## src/rtl/instruction_fetch_stage.sv

```systemverilog
// PC register, instruction-memory handshake and IF/ID pipeline register.
// Handles stall, flush and EX branch/jump redirect, including in-flight fetches.
module instruction_fetch_stage #(
  parameter logic [31:0] PC_RESET = 32'h0000_0000
) (
  input  logic        Clk,
  input  logic        Rst_n,
  output logic [31:0] IMemAddr,
  output logic        IMemReq,
  input  logic        IMemRdy,
  input  logic [31:0] IMemData,
  input  logic        Stall,
  input  logic        Flush,
  input  logic        BranchTaken,
  input  logic [31:0] BranchTarget,
  output logic [31:0] IF_ID_Instr,
  output logic [31:0] IF_ID_PCPlus4,
  output logic        IF_ID_Valid,
  output logic [15:0] Imm16
);

  typedef enum logic [1:0] {
    IDLE,
    FETCH,
    HELD,
    DISCARD
  } state_t;

  typedef struct packed {
    logic [31:0] instr;
    logic [31:0] pcplus4;
    logic        valid;
  } if_id_t;

  state_t      state, state_n;
  logic [31:0] pc, pc_n;
  logic [31:0] skid, skid_n;
  logic [31:0] redir, redir_n;
  if_id_t      ifid, ifid_n;

  logic [31:0] pc4;
  logic [31:0] tgt;

  assign pc4 = pc + 32'd4;
  assign tgt = {BranchTarget[31:2], 2'b00};

  always_ff @(posedge Clk or negedge Rst_n) begin
    if (!Rst_n) begin
      state <= IDLE;
      pc    <= PC_RESET;
      skid  <= '0;
      redir <= '0;
      ifid  <= '0;
    end else begin
      state <= state_n;
      pc    <= pc_n;
      skid  <= skid_n;
      redir <= redir_n;
      ifid  <= ifid_n;
    end
  end

  always_comb begin
    state_n = state;
    pc_n    = pc;
    skid_n  = skid;
    redir_n = redir;
    ifid_n  = ifid;
    if (BranchTaken) begin
      ifid_n.valid = 1'b0;
      skid_n       = '0;
      // an outstanding request must complete before the new PC is issued
      if ((state == FETCH || state == DISCARD) && !IMemRdy) begin
        redir_n = tgt;
        state_n = DISCARD;
      end else begin
        pc_n    = tgt;
        state_n = FETCH;
      end
    end else begin
      unique case (state)
        IDLE: state_n = FETCH;
        FETCH: begin
          if (IMemRdy) begin
            if (Flush || !Stall) begin
              pc_n = pc4;
              if (!Flush) ifid_n = '{IMemData, pc4, 1'b1};
            end else begin
              skid_n  = IMemData;
              state_n = HELD;
            end
          end else if (!Stall) begin
            ifid_n.valid = 1'b0;
          end
        end
        HELD: begin
          if (Flush || !Stall) begin
            pc_n    = pc4;
            state_n = FETCH;
            skid_n  = '0;
            if (!Flush) ifid_n = '{skid, pc4, 1'b1};
          end
        end
        DISCARD: begin
          ifid_n.valid = 1'b0;
          if (IMemRdy) begin
            pc_n    = redir;
            state_n = FETCH;
          end
        end
      endcase
      if (Flush) ifid_n.valid = 1'b0;
    end
  end

  assign IMemAddr      = pc;
  assign IMemReq       = (state == FETCH) || (state == DISCARD);
  assign IF_ID_Instr   = ifid.instr;
  assign IF_ID_PCPlus4 = ifid.pcplus4;
  assign IF_ID_Valid   = ifid.valid;
  assign Imm16         = ifid.instr[15:0];

endmodule
```

## config.mk

```make
export PLATFORM = sky130hd
export DESIGN_NAME = instruction_fetch_stage
export DESIGN_NICKNAME = d
export VERILOG_FILES = /design/src/rtl/instruction_fetch_stage.sv
export SDC_FILE = /design/constraint.sdc
export NUM_CORES = 1
export LEC_CHECK = 0
export ABC_AREA = 1
export CORE_MARGIN = 5
export CORE_UTILIZATION = 51
export DETAILED_ROUTE_END_ITERATION = 10
export PLACE_DENSITY = 0.81
export SKIP_LAST_GASP = 1
export SYNTH_ARGS = -nofsm -noshare
export SYNTH_HDL_FRONTEND = slang
export SYNTH_SLANG_ARGS = --single-unit
```

## constraint.sdc

```tcl
create_clock -name Clk -period 2.1 [get_ports Clk]
set_clock_uncertainty 0.2 [all_clocks]
set_input_delay 0.42 -clock Clk [delete_from_list [all_inputs] [get_ports Clk]]
set_output_delay 0.42 -clock Clk [all_outputs]
set_load 0.01 [all_outputs]
```

# Word level (Yosys, flattened, before mapping)
# Index checks and enable logic that the tools add are counted.
[totals]
regBits = 161
input_bits = 70
out_inout_bits = 114
elab_cells = 70
[op_classes]
n_addsub = 1
eq_ne = 16
mux = 29
bitwise_logic = 1
n_reduce_logical = 16
[ops]
columns = ["op", "count"]
rows = [
  ["$mux W32", 9],
  ["$mux W65", 4],
  ["$pmux W64 S2", 1],
  ["$pmux W32 S3", 1],
  ["$mux W64", 1],
  ["$pmux W32 S2", 1],
  ["$add A32 B3 Y32 const B", 1],
  ["$reduce_and A4 Y1", 4],
  ["$mux W2", 6],
  ["$ne A2 B2 Y1 const B", 6],
  ["$ne A3 B3 Y1 const B", 4],
  ["$ne A5 B5 Y1 const B", 2],
  ["$pmux W2 S4", 1],
  ["$reduce_and A7 Y1", 1],
  ["$reduce_bool A5 Y1", 1],
  ["$eq A2 B2 Y1 const B", 2],
  ["$mux W1", 4],
  ["$ne A4 B4 Y1 const B", 1],
  ["$reduce_bool A4 Y1", 1],
  ["$pmux W1 S3", 1],
  ["$reduce_bool A3 Y1", 1],
  ["$eq A2 B1 Y1 const B", 1],
  ["$logic_not A1 Y1", 2],
  ["$logic_not A2 Y1", 1],
  ["other kinds (5)", 6],
]

# Logic depth before layout (Yosys ltp)
[depth]
word_depth = 7
mapped_depth = 12
ltp_nobuf = 12

# Worst setup path before layout
# No wires, ideal clock.
[synth_path]
path_kind = "register to register"
from = "register state[0]"
to = "register pc[23] (netlist: IMemAddr[23])"
arrival_ns = 1.519
required_time_ns = 1.783
slack_ns = 0.264
stages_incl_launch_ff = 13
n_path_buf = 2
period_less_slack_ns = 1.836
path_cell_list = "dfrtp_1 -> inv_1 -> ha_1 -> buf_2 -> inv_2 -> nand2_2 -> a21oi_1 -> nand2_1 -> nand2_2 -> buf_2 -> a21oi_1 -> nand2_1 -> nand2_1"
[synth_via]
elab_chain_cells = 5
elab_cells_between_ends = 12
classes_between = "eq/ne: 6; mux: 2; reduce/logical: 4"
[synth_lines]
columns = ["element", "line_no", "text"]
rows = [
  ["start: declaration", "35", "state_t state, state_n;"],
  ["start signal: assignment", "55", "state <= state_n;"],
  ["$eq A2 B1 Y1 / $eq A2 B2 Y1 (equally long branches)", "73, 81", ""],
  ["$logic_or A1 B1 Y1", "73", "if ((state == FETCH || state == DISCARD) && !IMemRdy) begin"],
  ["$logic_and A1 B1 Y1", "73", ""],
  ["$ne A2 B2 Y1 (no source line)", "-", ""],
  ["$reduce_and A4 Y1 (no source line)", "-", ""],
  ["end signal: assignment", "56", "pc <= pc_n;"],
  ["end: declaration", "36", "logic [31:0] pc, pc_n;"],
]
# Several ways; a longest one is shown, not always the timed one.
# A chain may end at the register's enable or synchronous reset.

# Worst setup path in the final report
[layout_path]
from = "register pc[3] (netlist: IMemAddr[3])"
to = "output IMemAddr[3]"
[layout_lines]
columns = ["element", "line_no", "text"]
rows = [
  ["end: declaration", "8", "output logic [31:0] IMemAddr,"],
]
# No word-level cell between the ends.

==> flow_summary.ini <==
[timing]
hold_viol = 0
fin_crit_sh = 1.004
drv_slew = 0
slew_headroom = 0.6211
rsz0062_at_grt = yes
layout_min_cycle_time_ps = 2108
finalSetupViolations = 1
tightest_slew_ps = 568.3
finalSetupTns_ps = -8.020
max_freq_mhz = 474.4
setup_ws_ps = -8.020

[worst_setup_path]
reg2reg_to = IMemAddr[20]
startpoint = IMemAddr[3]
endpoint_kind = output port
worstPathArrival_ps = 1490
path_cells = clkdlybuf4s50_1
reg2reg_from = state[0]
reg2reg_slack_ps = 60
critPathKind = reg -> out
path_buf_inv = 1
crit_end = IMemAddr[3]
slowest_delay_ps = 590
cp_data_required_time_ps = 1480
crit_family = buffers and inverters
cp-start-kind = flip-flop
cp_num_cells = 1
critPathSlowestCell = clkdlybuf4s50_1
rr_worst_depth = 12
path_max_fanout = 5

[die]
die-area_mm2 = 0.01868
die_x_um = 136.7
core-area_mm2 = 0.01583
io_pins = 184
start_util = 0.5170
row_count = 46
die_h_um = 136.7

[cells_and_area]
finalNetCount = 1295
drive_gt1_frac = 0.1103
area_delta_synth_final_pct = 36.36
stdcell_count = 1449
fin_util = 0.7050
final_common_cell = nand2_1
layout_common_cells = 263 x nand2_1, 167 x clkdlybuf4s50_1, 143 x dfrtp_1, 133 x inv_1, 80 x a21oi_1
fill_cells = 1209
antenna_cells = 0

[synthesis]
synth_area_leader_cell = dfrtp_1
synthDistinctLibCells = 35
ys_ff_latch = 158
ys.flop_type = dfrtp_1
yosysWarnings = 0
netlist.area_leader.share = 0.4832
syn_area_mm2 = 0.008183
async_reset_ff_frac = 1.000
ys_seq_area_frac = 0.4832
synth-edff-count = 0
ys_top_cells_by_area = dfrtp_1 48%, nand2_1 12%, inv_1 6.2%
syn-mean-instance-area_um2 = 7.808
synthesis.instances = 1048

[clock_tree]
path_clk_slew_ps = 60
cts_tree = done
cts_buffers = 17
htreeDepth = 4
clock-root-buffer = clkbuf_16
clk_path_buf_depth = 2
cts.sinks = 158
worstSkewPairLatency_ps = 430

[global_route]
track_usage = 0.2603
grt_pass1_wl_mm = 38.21
grt_max_degree = 53
grt_pass1_vias = 7566
antenna_found_initial = 0
grt-ovfl-total = 0

[placed_design]
gp_congestion = 0.9652
io_buffers = 179
placed_cells = 1405
dp_hpwl_mm = 16.37

[status]
status = finished with violations
failed_checks = negative setup slack

[routing]
dr.pass1.iters = 5
vias_per_cell = 5.474
drc = 0
wl_mm = 24.92
drtIter0Drc = 843
routed-via-count = 7932
detail-route-antenna-nets = 0
wl_per_cell_um = 17.19

[pwr]
p_leak_uw = 0.005358
cellPowerDensity_mw_per_mm2 = 1474
ir_drop_mv = 0.7940

[run]
drv_cap = 0

[hold_path]
hold_class = in -> reg
## repair_timing
item	CTS	global route
cloned	0	6
setup buffers	4	2
hold buffers	1	0
setup endpoints to repair	12	117
hold endpoints to repair	37	0
pin swaps	0	8
gates resized for setup	13	40
## logic make-up (layout without fill, tap and decap cells)
family / after synthesis / count (layout) / share of synthesized area
other: 1 / 2 / 0.0004583
AOI/OAI and AO/OA: 220 / 220 / 0.1440
adders and majority gates: 4 / 4 / 0.006116
and+or+nand+nor: 419 / 419 / 0.2179
xor gates and xnor gates: 15 / 15 / 0.01697
muxes: 14 / 14 / 0.01728
DFF: 158 / 158 / 0.4832
buffers and inverters: 217 / 401 / 0.1141
## metal layers
metal / GRT usage / wire, um / vias up
met5: 0 / 0 / -
met4: 0.1086 / 795 / 0
li1: - / - / 3697
met1: 0.3445 / 10180 / 3770
met3: 0.05772 / 2155 / 59
met2: 0.4148 / 11780 / 406
## worst min path at each step
| stage | start | to | slack [ps] | depth (start not counted) |
|---|---|---|---|---|
| 2_1_floorplan | Rst_n | IF_ID_Instr[0] | -80 | 0 |
| 3_3_place_gp | Rst_n | IF_ID_Instr[30] | 180 | 1 |
| 3_5_place_dp | Rst_n | IF_ID_Instr[28] | 180 | 1 |
| 4_1_cts | BranchTaken | IF_ID_Valid | 100 | 2 |
| 5_1_grt | BranchTaken | IF_ID_Valid | 150 | 2 |
| 6_report | BranchTaken | IF_ID_Valid | 120 | 2 |
## Yosys cell counts, types with 2 or more instances
cell type and n:
a21oi_2 2, nand2_2 5, inv_1 135, buf_2 20, nand4_1 14, xor2_1 11, inv_2 4, nor2_4 5
ha_1 4, o21ai_0 73, buf_4 25, nor2_1 64, nand2_1 266, o21ai_1 14, dfrtp_1 158, xnor2_1 3
mux2i_1 13, nand3_1 51, a21oi_1 82, clkbuf_1 26, buf_1 6, nand3b_1 6, nor2_2 4, o22ai_1 43
o211ai_1 4
## layout make-up
type | instances | area (um^2) | area share
well taps | 216 | 270.3 | 0.02422
flip-flops and latches | 158 | 3973 | 0.3560
clock buffers | 21 | 470.5 | 0.04216
clock inverters | 10 | 111.4 | 0.009980
repair buffers | 230 | 2422 | 0.2171
multi-input cells | 674 | 3383 | 0.3032
inverters | 140 | 528.0 | 0.04732
## per-stage QoR
stage / total power [uW] / worst slack, ps / area [um^2] / hold WS [ps]
global route: 17480 / -33.47 / 11160 / 149.6
global placement: 12380 / -18.29 / 10260 / 177.0
floorplan: 9292 / 264.1 / 8187 / -75.59
finish: 16450 / -8.020 / 11160 / 122.5
CTS: 15740 / 1.941 / 10880 / 97.44
detailed placement: 12600 / -94.83 / 10260 / 179.1
## flip-flops by register name, indices dropped and copies added, names as in the netlist
register and count:
IF_ID_Instr 32, IF_ID_PCPlus4 31, IF_ID_Valid 1, IMemAddr 30
redir 30, skid 32, state 2
## power by group
part | switching [uW] | total (uW) | internal, uW
logic | 4310 | 8000 | 3700
registers | 995 | 5350 | 4360
clock network | 1260 | 3090 | 1840
Note: power is estimated with default switching activity, not from simulation.
